===== config.mk =====
export PLATFORM = sky130hd
export DESIGN_NAME = cpu_bus_ctrl
export DESIGN_NICKNAME = d
export VERILOG_FILES = /design/src/rtl/cpu_bus_ctrl.sv
export SDC_FILE = /design/constraint.sdc
export NUM_CORES = 1
export LEC_CHECK = 0
export BUFFER_PORTS_ARGS = -buffer_cell sky130_fd_sc_hd__buf_2
export CAP_MARGIN = 20
export CORE_MARGIN = 2
export CORE_UTILIZATION = 25
export CTS_CLUSTER_DIAMETER = 200
export DETAILED_ROUTE_END_ITERATION = 12
export HOLD_SLACK_MARGIN = 0.12
export PLACE_DENSITY = 0.56
export RECOVER_POWER = 50
export SETUP_SLACK_MARGIN = 0.2
export SYNTH_ARGS = -nofsm -noshare
export SYNTH_HDL_FRONTEND = slang
export SYNTH_SLANG_ARGS = --single-unit

===== constraint.sdc =====
create_clock -name clk -period 1.5 [get_ports clk]
set_input_delay 0.225 -clock clk [delete_from_list [all_inputs] [get_ports clk]]
set_output_delay 0.225 -clock clk [all_outputs]
set_load 0.05 [all_outputs]

===== src/rtl/cpu_bus_ctrl.sv =====
// Microstep decoder / bus sequencer: turns the cpu_control state code into registered
// one-hot bus enables and load strobes. Optional watchdog under CPU_BUS_WATCHDOG_EN.
module cpu_bus_ctrl #(
  parameter logic [2:0] IDLE_OE = 3'd7
) (
  input  logic       clk,
  input  logic       reset_cycle,
  input  logic [3:0] state,
  input  logic [7:0] opcode,
  input  logic       flag_zero,
  output logic       pc_inc,
  output logic       pc_load,
  output logic       mar_load,
  output logic       ir_load,
  output logic       ram_oe,
  output logic       ram_we,
  output logic       reg_oe,
  output logic       reg_ld,
  output logic [2:0] reg_oe_sel,
  output logic [2:0] reg_ld_sel,
  output logic       tmp_ld,
  output logic       tmp_oe,
  output logic       alu_oe,
  output logic       alu_sub,
  output logic       out_load,
  output logic       next,
  output logic       halted,
  output logic       fault
);

  localparam logic [3:0] S_FETCH_PC   = 4'd0;
  localparam logic [3:0] S_FETCH_INST = 4'd1;
  localparam logic [3:0] S_LOAD_ADDR  = 4'd2;
  localparam logic [3:0] S_RAM_A      = 4'd3;
  localparam logic [3:0] S_RAM_B      = 4'd4;
  localparam logic [3:0] S_STORE_A    = 4'd5;
  localparam logic [3:0] S_ALU_OP     = 4'd6;
  localparam logic [3:0] S_LDI        = 4'd7;
  localparam logic [3:0] S_MOV_FETCH  = 4'd8;
  localparam logic [3:0] S_MOV_LOAD   = 4'd9;
  localparam logic [3:0] S_MOV_STORE  = 4'd10;
  localparam logic [3:0] S_OUT_A      = 4'd11;
  localparam logic [3:0] S_JUMP       = 4'd12;
  localparam logic [3:0] S_NEXT       = 4'd13;
  localparam logic [3:0] S_HALT       = 4'd14;

  localparam logic [7:0] OP_SUB = 8'h11;
  localparam logic [7:0] OP_JMP = 8'h20;
  localparam logic [7:0] OP_JEZ = 8'h21;
  localparam logic [7:0] OP_JNZ = 8'h22;

  logic       n_pc_inc, n_pc_load, n_mar_load, n_ir_load;
  logic       n_ram_oe, n_ram_we, n_reg_oe, n_reg_ld;
  logic [2:0] n_reg_oe_sel, n_reg_ld_sel;
  logic       n_tmp_ld, n_tmp_oe, n_alu_oe, n_alu_sub, n_out_load, n_next;
  logic       jump_taken;

  assign jump_taken = (opcode == OP_JMP) ||
                      ((opcode == OP_JEZ) && flag_zero) ||
                      ((opcode == OP_JNZ) && !flag_zero);

  // Once halted, decode is suppressed entirely so nothing can disturb the datapath.
  always_comb begin
    n_pc_inc     = 1'b0;
    n_pc_load    = 1'b0;
    n_mar_load   = 1'b0;
    n_ir_load    = 1'b0;
    n_ram_oe     = 1'b0;
    n_ram_we     = 1'b0;
    n_reg_oe     = 1'b0;
    n_reg_ld     = 1'b0;
    n_reg_oe_sel = IDLE_OE;
    n_reg_ld_sel = IDLE_OE;
    n_tmp_ld     = 1'b0;
    n_tmp_oe     = 1'b0;
    n_alu_oe     = 1'b0;
    n_alu_sub    = 1'b0;
    n_out_load   = 1'b0;
    n_next       = 1'b0;
    if (!halted) begin
      case (state)
        S_FETCH_PC: begin
          n_pc_inc   = 1'b1;
          n_mar_load = 1'b1;
        end
        S_FETCH_INST: begin
          n_ram_oe  = 1'b1;
          n_ir_load = 1'b1;
        end
        S_LOAD_ADDR: begin
          n_ram_oe   = 1'b1;
          n_mar_load = 1'b1;
          n_pc_inc   = 1'b1;
        end
        S_RAM_A: begin
          n_ram_oe     = 1'b1;
          n_reg_ld     = 1'b1;
          n_reg_ld_sel = 3'd0;
        end
        S_RAM_B: begin
          n_ram_oe     = 1'b1;
          n_reg_ld     = 1'b1;
          n_reg_ld_sel = 3'd1;
        end
        S_STORE_A: begin
          n_reg_oe     = 1'b1;
          n_reg_oe_sel = 3'd0;
          n_ram_we     = 1'b1;
        end
        S_ALU_OP: begin
          n_alu_oe     = 1'b1;
          n_reg_ld     = 1'b1;
          n_reg_ld_sel = 3'd0;
          n_alu_sub    = (opcode == OP_SUB);
        end
        S_LDI: begin
          n_ram_oe     = 1'b1;
          n_reg_ld     = 1'b1;
          n_reg_ld_sel = opcode[2:0];
          n_pc_inc     = 1'b1;
        end
        S_MOV_FETCH: begin
          n_reg_oe     = 1'b1;
          n_reg_oe_sel = opcode[2:0];
          n_tmp_ld     = 1'b1;
        end
        S_MOV_LOAD: begin
          n_tmp_oe = 1'b1;
        end
        S_MOV_STORE: begin
          n_tmp_oe     = 1'b1;
          n_reg_ld     = 1'b1;
          n_reg_ld_sel = opcode[5:3];
        end
        S_OUT_A: begin
          n_reg_oe     = 1'b1;
          n_reg_oe_sel = 3'd0;
          n_out_load   = 1'b1;
        end
        S_JUMP: begin
          n_ram_oe  = 1'b1;
          n_pc_load = jump_taken;
          n_pc_inc  = !jump_taken;
        end
        S_NEXT: begin
          n_next = 1'b1;
        end
        default: begin
        end
      endcase
    end
  end

  always_ff @(posedge clk or posedge reset_cycle) begin
    if (reset_cycle) begin
      pc_inc     <= 1'b0;
      pc_load    <= 1'b0;
      mar_load   <= 1'b0;
      ir_load    <= 1'b0;
      ram_oe     <= 1'b0;
      ram_we     <= 1'b0;
      reg_oe     <= 1'b0;
      reg_ld     <= 1'b0;
      reg_oe_sel <= IDLE_OE;
      reg_ld_sel <= IDLE_OE;
      tmp_ld     <= 1'b0;
      tmp_oe     <= 1'b0;
      alu_oe     <= 1'b0;
      alu_sub    <= 1'b0;
      out_load   <= 1'b0;
      next       <= 1'b0;
      halted     <= 1'b0;
    end else begin
      pc_inc     <= n_pc_inc;
      pc_load    <= n_pc_load;
      mar_load   <= n_mar_load;
      ir_load    <= n_ir_load;
      ram_oe     <= n_ram_oe;
      ram_we     <= n_ram_we;
      reg_oe     <= n_reg_oe;
      reg_ld     <= n_reg_ld;
      reg_oe_sel <= n_reg_oe_sel;
      reg_ld_sel <= n_reg_ld_sel;
      tmp_ld     <= n_tmp_ld;
      tmp_oe     <= n_tmp_oe;
      alu_oe     <= n_alu_oe;
      alu_sub    <= n_alu_sub;
      out_load   <= n_out_load;
      next       <= n_next;
      if (state == S_HALT) halted <= 1'b1;
    end
  end

`ifdef CPU_BUS_WATCHDOG_EN
  // Counts microsteps since the last FETCH_PC; a ninth step means a runaway instruction.
  logic [3:0] wd_cnt;
  logic [3:0] wd_cnt_n;

  always_comb begin
    wd_cnt_n = wd_cnt;
    if (state == S_FETCH_PC) wd_cnt_n = 4'd0;
    else if (wd_cnt != 4'd15) wd_cnt_n = wd_cnt + 4'd1;
  end

  always_ff @(posedge clk or posedge reset_cycle) begin
    if (reset_cycle) begin
      wd_cnt <= 4'd0;
      fault  <= 1'b0;
    end else if (!halted) begin
      wd_cnt <= wd_cnt_n;
      if (wd_cnt_n == 4'd9) fault <= 1'b1;
    end
  end
`else
  assign fault = 1'b0;
`endif

endmodule


==> results of run 1 <==
-- where the power goes --
group	internal, W	switching (W)	total, W	leakage, nW
combinational	0.0000486	0.000108	0.000157	0.304
sequential	0.000575	0.00000197	0.000577	0.267
clock	0.000189	0.000173	0.000362	0.0228
total	0.000813	0.000283	0.00110	0.594
-- Yosys cell counts --
| cell | number | area [um^2] |
|---|---|---|
| and3_1 | 2 | 12.5 |
| inv_2 | 2 | 7.51 |
| nor2_1 | 8 | 30.0 |
| inv_1 | 1 | 3.75 |
| and4b_1 | 1 | 10.0 |
| buf_4 | 4 | 30.0 |
| conb_1 | 1 | 3.75 |
| a32oi_1 | 2 | 17.5 |
| nor4_1 | 4 | 25.0 |
| buf_2 | 2 | 10.0 |
| nor4bb_1 | 1 | 10.0 |
| or3_4 | 1 | 11.3 |
| o21ai_1 | 2 | 10.0 |
| a21oi_4 | 1 | 16.3 |
| nor2b_1 | 1 | 6.26 |
| a21oi_1 | 2 | 10.0 |
| a2bb2oi_1 | 1 | 8.76 |
| maj3_1 | 1 | 10.0 |
| clkbuf_1 | 1 | 3.75 |
| o21bai_1 | 4 | 30.0 |
| mux2i_1 | 1 | 10.0 |
| mux2_2 | 1 | 11.3 |
| dfstp_2 | 6 | 158 |
| o21ai_0 | 1 | 5.00 |
| nand2b_1 | 3 | 18.8 |
| nor3_1 | 3 | 15.0 |
| nor4_2 | 1 | 12.5 |
| a2111oi_0 | 1 | 8.76 |
| o21ai_2 | 2 | 17.5 |
| a211oi_1 | 2 | 15.0 |
| dfrtp_1 | 15 | 375 |
| o21a_1 | 1 | 7.51 |
| and3b_1 | 1 | 8.76 |
| nand2_1 | 6 | 22.5 |
| o32ai_1 | 1 | 8.76 |
-- repair_timing --
| item | CTS | global route |
|---|---|---|
| setup endpoints to repair | 1 | 1 |
| gates resized for setup | 0 | 1 |
| buffers inserted | 2 | 0 |
| hold buffers | 1 | 0 |
| endpoints found under the hold margin | 15 | 0 |
-- per-layer routing --
metal,share of wire,global-route usage,vias to the layer above
li1,-,-,383
met1,0.45,0.140,373
met2,0.47,0.178,25
met3,0.065,0.0239,4
met4,0.014,0.0459,0
met5,0,0,-
-- worst min-delay path by stage --
stage | start | slack [ns] | endpoint
2_1_floorplan | reset_cycle | 0.20 | alu_oe
3_3_place_gp | reset_cycle | 0.26 | alu_sub
3_5_place_dp | reset_cycle | 0.26 | alu_sub
4_1_cts | state[1] | 0.25 | tmp_ld
5_1_grt | state[1] | 0.26 | tmp_ld
6_report | state[1] | 0.25 | tmp_ld
-- logic make-up after synthesis --
| family | Yosys count | synth area share |
|---|---|---|
| flip-flops | 21 | 0.555 |
| AND/OR/NAND/NOR | 32 | 0.190 |
| buffers and inverters | 10 | 0.0573 |
| adder cells (fa/ha/maj) | 1 | 0.0104 |
| AO/OA/AOI/OAI | 20 | 0.161 |
| other | 1 | 0.00390 |
| multiplexers | 2 | 0.0221 |
-- cell type report --
type,instances,share of cell area
sequential,21,0.437
multi-input combinational,56,0.301
timing repair buffer,39,0.167
tap,48,0.0491
clock buffer,4,0.0368
inverter,3,0.00921
-- through the flow --
stage	cell area, um^2	util	hold slack [ns]	cells
finish	1220	0.331	0.251	171
global placement	1160	0.315	0.259	164
global route	1220	0.331	0.257	171
CTS	1230	0.334	0.245	171
detailed placement	1160	0.315	0.264	164
floorplan	962	-	0.197	87
==> flow_summary.toml, run 1 <==
[status]
outcome = "completed"

[floorplanning]
fp.dieW_um = 66.0
start_util = 0.261
die-area_um2 = 4360
rows = 22
io_pins = 37
die-height_um = 66.0
core_region_area_um2 = 3690

[timing]
report.final.slew_viol_count = 0
tns_ns = 0
fin_ws_ns = 0.243
finalCritPeriodShare = 0.838
finalSetupViolCount = 0
fmax_ghz = 0.796
rsz0062_at_grt = "false"
slew_headroom = 0.639
fin_skew_ns = 0.00200
hold_viol_final = 0
period_needed_ns = 1.26
worst_pin_slew_ns = 0.542

[setup_path]
endpoint_kind = "primary output"
cp.depth = 1
cp_top_family = "flip-flops"
cp_max_fo = 1
ff2ff_path_depth = 3
slowest_delay_ns = 0.53
timing.rr.start = "halted"
critPathKind = "reg -> out"
path_cells = "buf_2"
crit_start = "reg_ld_sel[1]"
r2r_end = "alu_sub"
startpoint_type = "register"
cp-endpoint = "reg_ld_sel[1]"
r2r_slack_ns = 0.32
cp.arrival_ns = 1.03
worst-path-buf-inv = 1
worstPathRequired_ns = 1.27
cp_slowest_cell = "dfstp_2"

[power_and_ir_drop]
p_leak_nw = 0.594
p_per_area_nw_per_um2 = 897
finalPower_w = 0.00110
ir_drop_mv = 0.252

[hold_path]
min_path_cells = 2
min_path_type = "in -> reg"

[final_layout]
area_delta_synth_final_pct = 27.2
layout_common_cells = "buf_2 (34), dfrtp_1 (14), nor2_1 (8), nand2_1 (6), dfstp_2 (6)"
top_regs = "reg_ld_sel x3, reg_oe_sel x3"
drive_gt1_frac = 0.439
antenna-diode-count = 0
nets = 139
regArea_um2 = 534
fill_cells = 405
layout_commonest_cell = "buf_2"
multi_input_area_um2 = 368

[drt]
first_pass_iters = 4
initialDrtViolationCount = 34
detail-route-antenna-nets = 0
drc = 0
post_drt_wl_per_cell_um = 13.0
dr_total_vias = 785
avgViaCountPerCell = 4.59
drt_wl_total_um = 2220

[synth]
ys_seq_elements = 21
synth_area_um2 = 961
postSynthAreaPerCell_um2 = 11.0
syn_inst = 87
syn_nets = 102
synth_warnings = 0
synth_cell_types = 35
ys_seq_area_frac = 0.555

[global_routing]
grt_start_max_net_pins = 22
grt_pass1_vias = 814
grtUsageTotal = 0.110
antenna_found_initial = 0
grt_overflow = 0
grt_pass1_wl_um = 3700

[clocking]
cts_tree = "done"
clk_latency_ns = 0.25
clock_sinks = 21
root_buffer = "clkbuf_8"
clk_pin_slew_ns = 0.07
cts_max_level = 1
cts_buffers = 3
clock_path_buffers = 2

[placed_design]
hpwlAfterDp_um = 1670
buffer_ports.inserted = 35
gp_congestion = 0.837
pre_cts_ws_ns = 0.228

[flow_run]
max_cap_violations = 0
Note: power is estimated with default switching activity, not from simulation.
==> run 2, diff against run 1 <==
clock period = 1.2 ns   (was 1.5 ns; I/O delays follow)
==> run 2 against run 1 <==
Core utilization is 8.0 points higher. First-iteration DRC count shrank 35%. Design area increased by 24%. Largest cell class unchanged. Largest power group unchanged.
==> flow_summary.toml, run 2 (synthesis gave the netlist of run 1 again) <==
[timing]
finalSetupViolCount = 0
period_needed_ns = 1.13
tns_ns = 0
rsz0062_at_grt = "true"
hold_viol_final = 0
report.final.slew_viol_count = 0
fin_skew_ns = 0.00432
finalCritPeriodShare = 0.938
fmax_ghz = 0.888

[setup_path]
cp_max_fo = 1
cp.arrival_ns = 0.95
worstPathRequired_ns = 1.02
worst-path-buf-inv = 1
path_cells = "buf_8"
cp_slowest_cell = "dfstp_2"
startpoint_type = "register"
slowest_delay_ns = 0.54
critPathKind = "reg -> out"
cp_top_family = "flip-flops"
endpoint_kind = "primary output"

[clocking]
clock_sinks = 21
cts_tree = "done"
cts_buffers = 3
clk_pin_slew_ns = 0.07
clk_latency_ns = 0.26
root_buffer = "clkbuf_8"
cts_max_level = 1
clock_path_buffers = 2

[floorplanning]
io_pins = 37
core_region_area_um2 = 3690
fp.dieW_um = 66.0
rows = 22
start_util = 0.261
die-area_um2 = 4360
die-height_um = 66.0

[final_layout]
antenna-diode-count = 0
area_delta_synth_final_pct = 57.8
final_area_um2 = 1520
drive_gt1_frac = 0.523
top_regs = "reg_ld_sel x3, reg_oe_sel x3"
nets = 146
layout_commonest_cell = "dfrtp_1"
layout_common_cells = "dfrtp_1 (15), buf_6 (14), buf_2 (13), nor2_1 (7)"

[power_and_ir_drop]
p_per_area_nw_per_um2 = 944
p_leak_nw = 0.699
ir_drop_mv = 0.582

[placed_design]
place_area_um2 = 1240
buffer_ports.inserted = 35
hpwlAfterDp_um = 1670
gp_congestion = 0.781

[global_routing]
antenna_found_initial = 0
grt_start_max_net_pins = 22
grt_pass1_wl_um = 3770
grtUsageTotal = 0.117
grt_pass1_vias = 773
grt_overflow = 0

[drt]
post_drt_wl_per_cell_um = 12.8
drc = 0
initialDrtViolationCount = 22
first_pass_iters = 4
detail-route-antenna-nets = 0
dr_total_vias = 819
drt_wl_total_um = 2280
avgViaCountPerCell = 4.60

[status]
outcome = "completed"

[flow_run]
max_cap_violations = 0

[hold_path]
min_path_type = "in -> reg"
-- run 2: cell types whose count changed in the layout (fill, tap and decap cells not counted), sizes merged --
| cell | before | now |
|---|---|---|
| clkbuf | 6 | 8 |
| clkinv | 0 | 1 |
| buf | 36 | 40 |
-- run 2: layout make-up --
type / count / area (um^2)
well taps: 48 / 60.1
multi-input cells: 56 / 447
flip-flops and latches: 21 / 533
clock buffers: 3 / 41.3
inverters: 3 / 18.8
repair buffers: 46 / 412
clock inverters: 1 / 5.00
fillers: 373 / 2170
-- run 2: through the flow --
| stage | total power (W) | hold slack, ns | cells | utilization | worst slack [ns] |
|---|---|---|---|---|---|
| after floorplan | 0.000894 | 0.152 | 87 | - | 0.0872 |
| after global placement | 0.000952 | 0.213 | 170 | 0.336 | 0.0222 |
| after detailed placement | 0.000953 | 0.220 | 170 | 0.336 | 0.0335 |
| after CTS | 0.00144 | 0.199 | 176 | 0.393 | 0.0639 |
| after global routing | 0.00150 | 0.215 | 178 | 0.411 | 0.0511 |
| final | 0.00143 | 0.204 | 178 | 0.411 | 0.0739 |
-- run 2: what timing repair did --
| action | 4_1_cts | 5_1_grt |
|---|---|---|
| endpoints found under the hold margin | 15 | 0 |
| pin swaps | 2 | 4 |
| endpoints found under the setup margin | 25 | 23 |
| hold buffers | 1 | 0 |
| gates resized for setup | 45 | 18 |
| gates cloned | 0 | 1 |
| setup buffers | 1 | 1 |
-- run 2: power breakdown --
group / leakage (nW) / internal, W / switching (W)
sequential: 0.268 / 0.000719 / 0.00000619
combinational: 0.406 / 0.0000947 / 0.000159
clock: 0.0255 / 0.000231 / 0.000222
total: 0.699 / 0.00105 / 0.000387
-- run 2: path summary, 6_finish.rpt --
kind | from | to | slack [ns] | cells after the start
max | reg_ld_sel[0] | reg_ld_sel[0] | 0.07 | 1
min in group asynchronous | reset_cycle | halted | 0.56 | 4
min reg2reg | halted | alu_oe | 0.67 | 2
max in group asynchronous | reset_cycle | reg_oe_sel[1] | 0.29 | 4
max reg2reg | halted | mar_load | 0.16 | 3
min | state[0] | out_load | 0.20 | 3
-- run 2: metal layers --
metal / vias up / share of wire / track usage
met4: 0 / 0.017 / 0.0459
met5: - / 0 / 0
li1: 394 / - / -
met1: 399 / 0.43 / 0.150
met3: 5 / 0.043 / 0.0341
met2: 21 / 0.51 / 0.186
==> run 3, diff against run 2 <==
ABC_AREA = 1   (was unset)
REMOVE_ABC_BUFFERS = 1   (was unset)
==> run 3 against run 2 <==
Design area down 0.33%. Total power is 9.9% lower. Clock power down 4%. Combinational power shrank 43%. Critical endpoint is now reg_ld_sel[2]. Largest cell class unchanged. Highest routed layer unchanged.
==> flow_summary.toml, run 3 <==
[timing]
period_needed_ns = 1.12
report.final.slew_viol_count = 0
finalCritPeriodShare = 0.935
hold_viol_final = 0
fin_skew_ns = 0.00190
fmax_ghz = 0.891
rsz0062_at_grt = "true"
finalSetupViolCount = 0

[floorplanning]
start_util = 0.263
io_pins = 37
rows = 22
die-height_um = 66.5
core_region_area_um2 = 3720
die-area_um2 = 4420
fp.dieW_um = 66.5

[placed_design]
hpwlAfterDp_um = 1760
buffer_ports.inserted = 35
gp_congestion = 0.934
place_area_um2 = 1220

[drt]
drc = 0
first_pass_iters = 4
initialDrtViolationCount = 37
detail-route-antenna-nets = 0
drt_wl_total_um = 2240
avgViaCountPerCell = 4.16
post_drt_wl_per_cell_um = 10.4
dr_total_vias = 895

[setup_path]
cp.depth = 1
cp_top_family = "flip-flops"
slowest_delay_ns = 0.55
worst-path-buf-inv = 1
startpoint_type = "register"
r2r_slack_ns = 0.10
path_cells = "buf_8"
r2r_end = "reg_oe_sel[1]"
cp_max_fo = 1
worstPathRequired_ns = 1.02
cp.arrival_ns = 0.94
endpoint_kind = "primary output"
ff2ff_path_depth = 5
timing.rr.start = "halted"
critPathKind = "reg -> out"
crit_start = "reg_ld_sel[2]"
cp-endpoint = "reg_ld_sel[2]"
cp_slowest_cell = "dfstp_2"

[hold_path]
min_path_type = "in -> reg"
min_from = "opcode[0]"

[synth]
postSynthAreaPerCell_um2 = 8.07
synth.top_cell.area_share = 0.385
ys_seq_area_frac = 0.546
synth_edf_count = 0
synth_area_um2 = 976
syn_inst = 121
yosysMostFrequentCell = "nand2_1"
synth_warnings = 0
yosys.area.top_type = "dfrtp_1"
synth_area_leaders = "dfrtp_1 (38%), dfstp_2 (16%), nand2_1 (13%)"
ys_seq_elements = 21
synth-main-ff-cell = "dfrtp_1"
synthArstFlopShare = 1.00
synth_cell_types = 22
yosys-top-cells-count = "nand2_1 (33), inv_1 (20), nor2_1 (19), dfrtp_1 (15)"

[clocking]
cts_tree = "done"
clock_path_buffers = 2
cts_buffers = 3
cts_max_level = 1
root_buffer = "clkbuf_8"
clk_pin_slew_ns = 0.07
clk_latency_ns = 0.25
clock_sinks = 21

[final_layout]
multi_input_area_um2 = 393
regArea_um2 = 534
final_area_um2 = 1510
layout_commonest_cell = "nand2_1"
antenna-diode-count = 0
top_regs = "reg_ld_sel x3, reg_oe_sel x3"
fill_cells = 377
area_delta_synth_final_pct = 54.9
drive_gt1_frac = 0.401
nets = 183
final_util = 0.407
layout_common_cells = "nand2_1 (32), inv_1 (19), nor2_1 (19), buf_6 (16)"

[global_routing]
antenna_found_initial = 0
grt_start_max_net_pins = 22
grt_pass1_vias = 869
grt_pass1_wl_um = 3800
grtUsageTotal = 0.114
grt_overflow = 0

[flow_run]
max_cap_violations = 0

[status]
outcome = "completed"

[power_and_ir_drop]
p_leak_nw = 0.790
ir_drop_mv = 0.410
p_per_area_nw_per_um2 = 854
-- run 3: cell count changes in the layout (fill, tap and decap cells not counted), sizes merged, moves of 3 or more --
cell	before	now
o21bai	4	0
inv	3	22
nor4	5	0
a21oi	3	0
nand2	6	34
nand3	0	6
nand2b	3	0
nor2	8	21
-- run 3: worst min-delay path by stage --
stage	to	slack, ns	cells after the start
finish	reg_oe_sel[0]	0.14	3
global route	reg_oe_sel[0]	0.16	3
CTS	reg_oe_sel[0]	0.13	3
detailed placement	out_load	0.22	3
global placement	out_load	0.22	3
floorplan	alu_oe	0.15	1
-- run 3: per-stage QoR --
step                      setup TNS, ns  total power, W  std cells  hold slack [ns]  worst slack, ns
after global placement                0        0.000859        205            0.216           0.0658
after floorplan                   -1.01        0.000799        119            0.152           -0.211
after detailed placement              0        0.000857        205            0.215           0.0404
after global routing                  0         0.00138        215            0.157           0.0382
after CTS                             0         0.00130        213            0.134           0.0629
final                                 0         0.00129        215            0.141           0.0775
-- run 3: report_power, final --
part           leakage, nW  switching [W]  internal [W]
clock               0.0255       0.000207      0.000230
combinational        0.497      0.0000996     0.0000448
sequential           0.267              0      0.000708
-- run 3: layer usage --
layer | share of wire | global-route usage | up-vias | wire length, um
met3 | 0.054 | 0.0135 | 6 | 121
met2 | 0.48 | 0.189 | 44 | 1080
met5 | 0 | 0 | - | 0
met4 | 0.025 | 0.0536 | 0 | 57
li1 | - | - | 450 | -
met1 | 0.44 | 0.147 | 395 | 981
-- run 3: cell families (layout without fill, tap and decap cells) --
kind of cell,Yosys count,in the layout,share of synthesized area
compound gates,4,4,0.0256
simple gates,71,71,0.324
buf+inv,24,70,0.100
other cells,1,1,0.00384
flops,21,21,0.546
-- run 3: cell type report --
type                       count  area share
inverter                      22      0.0563
sequential                    21       0.353
multi-input combinational     76       0.260
clock inverter                 1     0.00331
timing repair buffer          44       0.260
clock buffer                   3      0.0273
tap                           48      0.0397
-- run 3: timing repair --
item                                    CTS  global route
endpoints found under the setup margin   26            29
hold endpoints to repair                 15             0
buffers inserted                          3             2
resized for setup                        40            26
hold buffers                              1             0
pin swaps                                 1             9
